File: src/rtl/mac_pkg.sv
// rtl/mac_pkg.sv - shared MAC receive types and Ethernet frame length limits
package mac_pkg;

  typedef enum logic [1:0] {IDLE, FWD, DROP} rx_state_t;

  typedef logic [15:0] len_t;
  typedef logic [31:0] stat_cnt_t;

  localparam int ETH_MIN_LEN = 60;
  localparam int ETH_MAX_LEN = 1514;

endpackage

File: src/rtl/sat_counter.sv
// rtl/sat_counter.sv - saturating event counter with synchronous active-high reset
module sat_counter #(
  parameter int WIDTH = 32
) (
  input  logic             clk,
  input  logic             rst,
  input  logic             inc,
  output logic [WIDTH-1:0] count
);

  always_ff @(posedge clk) begin
    if (rst) begin
      count <= '0;
    end else if (inc && (count != '1)) begin
      count <= count + 1'b1;
    end
  end

endmodule

File: src/rtl/rx_frame_ctrl.sv
// rtl/rx_frame_ctrl.sv - MAC receive frame sequencer: admission, framing/length checks, stats
module rx_frame_ctrl
  import mac_pkg::*;
#(
  parameter int DATA_WIDTH = 8,
  parameter int MIN_LEN    = ETH_MIN_LEN,
  parameter int MAX_LEN    = ETH_MAX_LEN,
  parameter int LEN_WIDTH  = $bits(len_t),
  parameter int CNT_WIDTH  = $bits(stat_cnt_t)
) (
  input  logic                  clk,
  input  logic                  rst,
  input  logic                  cfg_enable,
  input  logic                  stream_in_startofpacket,
  input  logic                  stream_in_endofpacket,
  input  logic                  stream_in_valid,
  input  logic [DATA_WIDTH-1:0] stream_in_data,
  input  logic                  stream_in_error,
  output logic                  stream_out_startofpacket,
  output logic                  stream_out_endofpacket,
  output logic                  stream_out_valid,
  output logic [DATA_WIDTH-1:0] stream_out_data,
  output logic                  stream_out_error,
  output logic [LEN_WIDTH-1:0]  frame_len,
  output logic                  frame_len_valid,
  output logic [CNT_WIDTH-1:0]  stat_frames_ok,
  output logic [CNT_WIDTH-1:0]  stat_frames_err,
  output logic [CNT_WIDTH-1:0]  stat_frames_drop,
  output logic                  busy
);

  localparam logic [LEN_WIDTH-1:0] MIN_L = LEN_WIDTH'(MIN_LEN);
  localparam logic [LEN_WIDTH-1:0] MAX_L = LEN_WIDTH'(MAX_LEN);
  localparam logic [LEN_WIDTH-1:0] ONE_L = LEN_WIDTH'(1);
  // A single-beat frame is judged against the same limits as any other frame.
  localparam logic ONE_BEAT_BAD = (ONE_L < MIN_L) || (ONE_L > MAX_L);

  rx_state_t             state;
  logic                  hold_valid;
  logic                  hold_sop;
  logic                  hold_eop;
  logic [DATA_WIDTH-1:0] hold_data;
  logic [LEN_WIDTH-1:0]  len;
  logic                  err;

  logic [LEN_WIDTH-1:0]  len_inc;
  logic                  eop_err;
  logic                  emit_eop;
  logic                  trunc;
  logic                  ok_inc;
  logic                  err_inc;
  logic                  drop_inc;

  always_comb begin
    len_inc  = (len == '1) ? len : len + 1'b1;
    eop_err  = err | stream_in_error | (len_inc < MIN_L) | (len_inc > MAX_L);
    // A held EOP beat only exists while IDLE, so it never coincides with a truncation.
    emit_eop = hold_valid & hold_eop;
    trunc    = (state == FWD) & stream_in_valid & stream_in_startofpacket;
    ok_inc   = emit_eop & ~err;
    err_inc  = (emit_eop & err) | trunc;
    drop_inc = stream_in_valid &
               (((state == DROP) & (stream_in_endofpacket | stream_in_startofpacket)) |
                (stream_in_startofpacket & stream_in_endofpacket & ~cfg_enable));
  end

  assign busy = (state != IDLE) | hold_valid;

  always_ff @(posedge clk) begin
    if (rst) begin
      state                    <= IDLE;
      hold_valid               <= 1'b0;
      hold_sop                 <= 1'b0;
      hold_eop                 <= 1'b0;
      hold_data                <= '0;
      len                      <= '0;
      err                      <= 1'b0;
      stream_out_valid         <= 1'b0;
      stream_out_startofpacket <= 1'b0;
      stream_out_endofpacket   <= 1'b0;
      stream_out_error         <= 1'b0;
      stream_out_data          <= '0;
      frame_len                <= '0;
      frame_len_valid          <= 1'b0;
    end else begin
      stream_out_valid         <= 1'b0;
      stream_out_startofpacket <= 1'b0;
      stream_out_endofpacket   <= 1'b0;
      stream_out_error         <= 1'b0;
      stream_out_data          <= '0;
      frame_len_valid          <= 1'b0;

      if (emit_eop) begin
        stream_out_valid         <= 1'b1;
        stream_out_startofpacket <= hold_sop;
        stream_out_endofpacket   <= 1'b1;
        stream_out_error         <= err;
        stream_out_data          <= hold_data;
        frame_len                <= len;
        frame_len_valid          <= 1'b1;
        hold_valid               <= 1'b0;
        hold_eop                 <= 1'b0;
      end

      if (stream_in_valid) begin
        case (state)
          FWD: begin
            stream_out_valid         <= 1'b1;
            stream_out_startofpacket <= hold_sop;
            stream_out_data          <= hold_data;
            if (stream_in_startofpacket) begin
              // Missing EOP: close the frame on the held beat as an errored frame.
              stream_out_endofpacket <= 1'b1;
              stream_out_error       <= 1'b1;
              frame_len              <= len;
              frame_len_valid        <= 1'b1;
              hold_valid             <= 1'b0;
              state                  <= IDLE;
            end else begin
              hold_data <= stream_in_data;
              hold_sop  <= 1'b0;
              hold_eop  <= stream_in_endofpacket;
              len       <= len_inc;
              if (stream_in_endofpacket) begin
                err   <= eop_err;
                state <= IDLE;
              end else begin
                err <= err | stream_in_error;
              end
            end
          end
          DROP: begin
            if (stream_in_endofpacket || stream_in_startofpacket) begin
              state <= IDLE;
            end
          end
          default: ;
        endcase

        // SOP evaluation is shared by IDLE, truncation in FWD and restart in DROP.
        if (stream_in_startofpacket) begin
          if (cfg_enable) begin
            hold_valid <= 1'b1;
            hold_sop   <= 1'b1;
            hold_eop   <= stream_in_endofpacket;
            hold_data  <= stream_in_data;
            len        <= ONE_L;
            if (stream_in_endofpacket) begin
              err   <= stream_in_error | ONE_BEAT_BAD;
              state <= IDLE;
            end else begin
              err   <= stream_in_error;
              state <= FWD;
            end
          end else begin
            state <= stream_in_endofpacket ? IDLE : DROP;
          end
        end
      end
    end
  end

  sat_counter #(.WIDTH(CNT_WIDTH)) u_cnt_ok (
    .clk   (clk),
    .rst   (rst),
    .inc   (ok_inc),
    .count (stat_frames_ok)
  );

  sat_counter #(.WIDTH(CNT_WIDTH)) u_cnt_err (
    .clk   (clk),
    .rst   (rst),
    .inc   (err_inc),
    .count (stat_frames_err)
  );

  sat_counter #(.WIDTH(CNT_WIDTH)) u_cnt_drop (
    .clk   (clk),
    .rst   (rst),
    .inc   (drop_inc),
    .count (stat_frames_drop)
  );

endmodule

File: config.mk
export PLATFORM = sky130hd
export DESIGN_NAME = rx_frame_ctrl
export DESIGN_NICKNAME = d
export VERILOG_FILES = /design/src/rtl/mac_pkg.sv /design/src/rtl/sat_counter.sv /design/src/rtl/rx_frame_ctrl.sv
export SDC_FILE = /design/constraint.sdc
export NUM_CORES = 1
export LEC_CHECK = 0
export CAP_MARGIN = 40
export CORE_MARGIN = 1.5
export CORE_UTILIZATION = 50
export DETAILED_ROUTE_END_ITERATION = 12
export PLACE_DENSITY = 0.86
export REMOVE_ABC_BUFFERS = 1
export SYNTH_ARGS = -nofsm -noshare
export SYNTH_HDL_FRONTEND = slang
export SYNTH_SLANG_ARGS = --single-unit
File: constraint.sdc
create_clock -name clk -period 5.2 [get_ports clk]
set_input_delay 1.04 -clock clk [delete_from_list [all_inputs] [get_ports clk]]
set_output_delay 1.04 -clock clk [all_outputs]
set_load 0.03 [all_outputs]
=== After elaboration in Yosys (flattened, before gate mapping) ===
Index checks and enable logic that the tools add are counted.

* Register bits after elaboration: 154
* Bits of input ports: 15
* Output and inout port bits: 126
* Word-level logic and storage cells: 113

* Add/sub/neg operators: 4
* Magnitude comparators: 2
* Equality and inequality tests: 8
* Multiplexer cells: 58
* Bitwise logic cells: 18
* Reduce and logical (&&, ||, !) cells: 7

{| class="wikitable"
|+ Operator list
! operator !! count
|-
| 16-bit 2-to-1 mux || 9
|-
| 32-bit by 1-bit adder with 32-bit output, second input constant || 3
|-
| 32-bit inequality test, second input constant || 3
|-
| 8-bit 2-to-1 mux || 7
|-
| 1-bit 2-to-1 mux || 36
|-
| 16-bit by 1-bit adder with 16-bit output, second input constant || 1
|-
| 16-bit equality test, second input constant || 1
|-
| 16-bit by 11-bit > comparator with 1-bit output, second input constant || 1
|-
| 16-bit by 6-bit < comparator with 1-bit output, second input constant || 1
|-
| 2-bit 2-to-1 mux || 5
|-
| 1-bit bitwise AND || 9
|-
| 1-bit OR || 7
|-
| 2-bit one-hot mux with 2 select lines || 1
|-
| 4-bit AND reduction || 1
|-
| 1-bit logical AND || 3
|-
| 3-bit by 2-bit inequality test with 1-bit output, second input constant || 1
|-
| 3-bit inequality test, second input constant || 1
|-
| 3-bit nonzero test || 1
|-
| 2-bit by 1-bit equality test with 1-bit output, second input constant || 1
|-
| 2-bit equality test, second input constant || 1
|-
| 1-bit NOT || 2
|-
| 2-bit nonzero test || 1
|-
| 1-bit logical OR || 1
|}

=== Depth between registers and ports, before layout ===
* Depth in word-level cells: 10
* Mapped depth: 9
* Gate-level depth less buffers: 7

=== Hierarchy ===
From an unflattened synthesis, not the netlist that was laid out.

* Cells, all modules: 938
* Area total of the unflattened synthesis: 7,743.7 um2

{| class="wikitable"
|+ Modules (own cells, without submodules)
! module !! times used !! cells each !! area each (um2) !! seq. area each (um2)
|-
| sat_counter at u_cnt_drop ... || 2 || 199 || 1,674.1 || 640.6
|-
| rx_frame_ctrl || 1 || 353 || 2,788.9 || 1,161.1
|-
| sat_counter at u_cnt_ok || 1 || 187 || 1,606.5 || 640.6
|}

=== Worst setup path before layout ===
Ideal clock, no wire load.

* Path kind: input to register
* From: input port stream_in_startofpacket
* To: register err
* Library setup time: 0.095 ns
* Arrival time: 2.652 ns
* Required time: 5.105 ns
* Path slack: 2.453 ns
* Stages: 7
* Buffers on the path: 1
* Cells stage by stage: buf_6 -> or3b_4 -> o21ai_1 -> a21oi_1 -> or3_4 -> or4b_1 -> o311ai_1

* Cells in the longest elaborated chain, start to end: 4

{| class="wikitable"
|+ Ends and longest elaborated chain
! element !! line !! source
|-
| start: declaration || rx_frame_ctrl.sv:14 || <nowiki>input logic stream_in_startofpacket,</nowiki>
|-
| 1-bit 2-to-1 mux || rx_frame_ctrl.sv:111 || <nowiki>if (stream_in_startofpacket) begin</nowiki>
|-
| 1-bit 2-to-1 mux || rx_frame_ctrl.sv:106 || <nowiki>case (state)</nowiki>
|-
| 1-bit 2-to-1 mux || rx_frame_ctrl.sv:142 || <nowiki>if (cfg_enable) begin</nowiki>
|-
| 1-bit 2-to-1 mux (*) || rx_frame_ctrl.sv:141 || <nowiki>if (stream_in_startofpacket) begin</nowiki>
|-
| end signal: assignment || rx_frame_ctrl.sv:125 || <nowiki>err <= eop_err;</nowiki>
|-
| end signal: assignment || rx_frame_ctrl.sv:149 || <nowiki>err <= stream_in_error | ONE_BEAT_BAD;</nowiki>
|-
| end signal: assignment || rx_frame_ctrl.sv:152 || <nowiki>err <= stream_in_error;</nowiki>
|-
| end: declaration || rx_frame_ctrl.sv:44 || <nowiki>logic err;</nowiki>
|}

Every way passes the cells marked *; elsewhere a longest branch is shown, timed or not.
A chain may end at the register's enable or synchronous reset.

=== Final worst setup path ===
* From: input port stream_in_valid
* To: register u_cnt_err.count[31]

* Cells in the longest elaborated chain, start to end: 4

{| class="wikitable"
|+ Ends and longest elaborated chain
! element !! line !! source
|-
| start: declaration || rx_frame_ctrl.sv:16 || <nowiki>input logic stream_in_valid,</nowiki>
|-
| 1-bit bitwise AND (2 in a row) || rx_frame_ctrl.sv:59 || <nowiki>trunc = (state == FWD) & stream_in_valid & stream_in_startofpacket;</nowiki>
|-
| 1-bit OR || rx_frame_ctrl.sv:61 || <nowiki>err_inc = (emit_eop & err) | trunc;</nowiki>
|-
| 1-bit logical AND || sat_counter.sv:14 || <nowiki>end else if (inc && (count != '1)) begin</nowiki>
|-
| end signal: assignment || sat_counter.sv:15 || <nowiki>count <= count + 1'b1;</nowiki>
|-
| end: declaration || sat_counter.sv:8 || <nowiki>output logic [WIDTH-1:0] count</nowiki>
|}

No other way between the ends.

==> key figures <==
Status
  – Status: complete, no violations

Die
  – Die Height: 124.8 µm
  – Ports: 141
  – Die Wd: 124.8 µm
  – Die area: 15590 µm²
  – Core Rows: 44
  – Core area: 14530 µm²
  – Initial Utilization: 0.5108

Timing
  – Tmin final: 3.166 ns
  – FMAX: 0.3158 GHz
  – Final Hold Fails: 0
  – Fin. max-slew vios: 0
  – Tcrit/Tclk final: 0.6089
  – Rel. slew slack: 0.5053
  – Clock Skew: 0.01112 ns
  – Setup TNS: 0 ns
  – RSZ-0062 raised after global routing: false
  – Final setup viols: 0
  – Slew @ Worst Pin: 0.7414 ns

Global routing
  – Largest net degree at the start of global routing: 57
  – Vias in the first global route: 6194
  – Antenna violations before repair: 0
  – GR Overflow Total: 0
  – First-pass GRT wire length: 30.35 mm
  – GR Util All Layers: 0.2330

Synthesis
  – Synth cell types: 68
  – Syn Inst Count: 904
  – Most numerous cell in the Yosys netlist: dfxtp_1
  – Top cell type's share of synthesized area: 0.4153
  – EDFF count, synth: 0
  – List of most frequent post-synthesis cells: dfxtp_1 (154), nor2_1 (125), nand2_1 (96)
  – Post-Syn Area: 7423 µm²
  – Sequential fraction of the synthesis area: 0.4153
  – Synthesized flop and latch total: 154
  – Syn_area_per_cell: 8.212 µm²
  – Synth area leaders: dfxtp_1 (42%), xnor2_1 (7.4%), nor2_1 (6.3%)
  – Synth warn: 0
  – Largest area contributor in the netlist: dfxtp_1
  – Post-synthesis async set-or-reset flop share: 0
  – Main flop type after synthesis: dfxtp_1

Detailed routing
  – Via count: 6948
  – Drt first pass iters: 7
  – WL final: 18.26 mm
  – DR WL/cell: 15.05 µm
  – Initial DRC Count: 658
  – DRC Markers: 0
  – DR vias/cell: 5.728
  – Post-route ant nets: 0

Run
  – Maxcap violations: 0

Worst setup path
  – Ordered list of cells on the worst path: clkdlybuf4s50_1 -> and4b_1 -> o2111ai_1 -> nor4_4 -> nand3_1 -> xor2_1 -> nor2_1
  – Critical Path Fanout Max: 13
  – Crit path launch type: input pin
  – Max incr delay on CP: 0.73 ns
  – Crit. Startpoint: stream_in_valid
  – Critical Path RT: 5.50 ns
  – FF-to-FF Start: u_cnt_ok.count[3]$_SDFFE_PP0P_
  – Crit path DAT: 3.46 ns
  – Crit path capture type: flip-flop
  – CP Class: input pin to flip-flop
  – CP bufs+invs: 1
  – Slowest-stage cell, CP: clkdlybuf4s50_1
  – Cell family with the largest share of critical-path delay: simple AND/OR/NAND/NOR gates

Pwr
  – Leak pwr: 3.159 nW
  – Power Dens Cells: 279.1 nW/µm²
  – Peak VDD IR: 0.2184 mV

Finish
  – Final nets: 1036
  – N_diodes: 0
  – FILL cells: 1250
  – Final Non-Filler Cells: 1213
  – Layout cells sized above 1: 0.06317
  – Area Growth Syn to Fin: 28.47%

CTS
  – Clk buf depth: 2
  – Postcts setup bufs: 0
  – Cts repair resizes: 0
  – CTS tree: built
  – Clk root buf: clkbuf_16
  – Clk slew on worst S/H paths: 0.06 ns
  – Hold-fix buffers, CTS: 0
  – CTS sink cnt: 154
  – Num CTS Buffers: 17
  – Worst-Skew Late Latency: 0.43 ns
  – H-tree levels: 4

Placed design
  – Dpl cells: 1182
  – HPWL Detailed: 12.31 mm
  – Final GP Congestion: 0.8826
  – Number of port buffers: 140

Hold path
  – HP Start: hold_data[2]$_SDFFE_PP0P_
  – Hold Crit Class: flip-flop to flip-flop
==> cells in the final DEF, fill, tap and decap left out, types with 5 or more instances in the layout <==
cell / instances
o21ai_0: 20
mux2_2: 7
xor2_1: 18
bufinv_16: 5
inv_1: 9
clkdlybuf4s50_1: 139
or3_1: 8
nor2b_1: 14
a31oi_1: 7
nand4_1: 28
nor4_1: 18
xnor2_1: 63
clkbuf_16: 17
a211oi_1: 11
nand3_1: 50
and2_1: 15
nor3_1: 24
buf_4: 9
nand2_1: 96
nor2_1: 125
and4_1: 17
and3_1: 18
dfxtp_1: 154
a21oi_1: 64
a22oi_1: 5
==> stage by stage <==
step	setup WS [ns]	area [µm²]	utilization	hold slack [ns]	power, mW
3_3_place_gp	1.712	8869	0.6102	0.4337	1.293
5_1_grt	1.791	9537	0.6562	0.4685	2.751
6_report	2.034	9537	0.6562	0.4476	2.662
4_1_cts	2.089	9537	0.6562	0.4525	2.681
3_5_place_dp	1.653	8869	0.6102	0.4381	1.295
2_1_floorplan	2.534	7179	-	0.4257	1.248
==> state kept, by name, indices dropped and copies added (netlist names), 2 cells and up <==
name / cells
frame_len: 16
hold_data: 8
len: 16
state: 2
stream_out_data: 8
u_cnt_drop.count: 32
u_cnt_err.count: 32
u_cnt_ok.count: 32
==> cell type report <==
| cell class | count | area [µm²] | area share |
|---|---|---|---|
| multi-input combinational | 687 | 4063 | 0.4260 |
| sequential | 154 | 3083 | 0.3233 |
| timing repair buffer | 148 | 1459 | 0.1530 |
| clock buffer | 21 | 480.5 | 0.05038 |
| tap | 184 | 230.2 | 0.02414 |
| clock inverter | 10 | 187.7 | 0.01968 |
| inverter | 9 | 33.78 | 0.003542 |
==> power breakdown <==
group,switching (mW),internal (mW)
clock,0.491,0.902
combinational,0.0477,0.0280
sequential,0.00714,1.19
==> kinds of logic after synthesis <==
family                     after synthesis  synth area share
DFF                                    154            0.4153
muxes                                   10           0.01466
adders and majority gates                4          0.006742
xor gates and xnor gates                81           0.09557
AOI/OAI and AO/OA                      145            0.1215
buffers and inverters                   63           0.03742
and+or+nand+nor                        447            0.3088
==> layer usage <==
metal	up-vias	global-route usage	share of wire
li1	3422	-	-
met5	-	0	0
met2	203	0.3714	0.47
met1	3292	0.3120	0.46
met4	0	0.08155	0.017
met3	31	0.05112	0.060
==> final timing paths <==
kind	endpoint	slack [ns]	depth (start not counted)
worst max-delay path	u_cnt_err.count[31]$_SDFFE_PP0P_	2.03	7
worst min-delay path	stream_out_data[2]$_SDFF_PP0_	0.45	1
worst max register to register	u_cnt_ok.count[16]$_SDFFE_PP0P_	2.25	7
worst min register to register	stream_out_data[2]$_SDFF_PP0_	0.45	1
(Power assumes the default switching activity.)
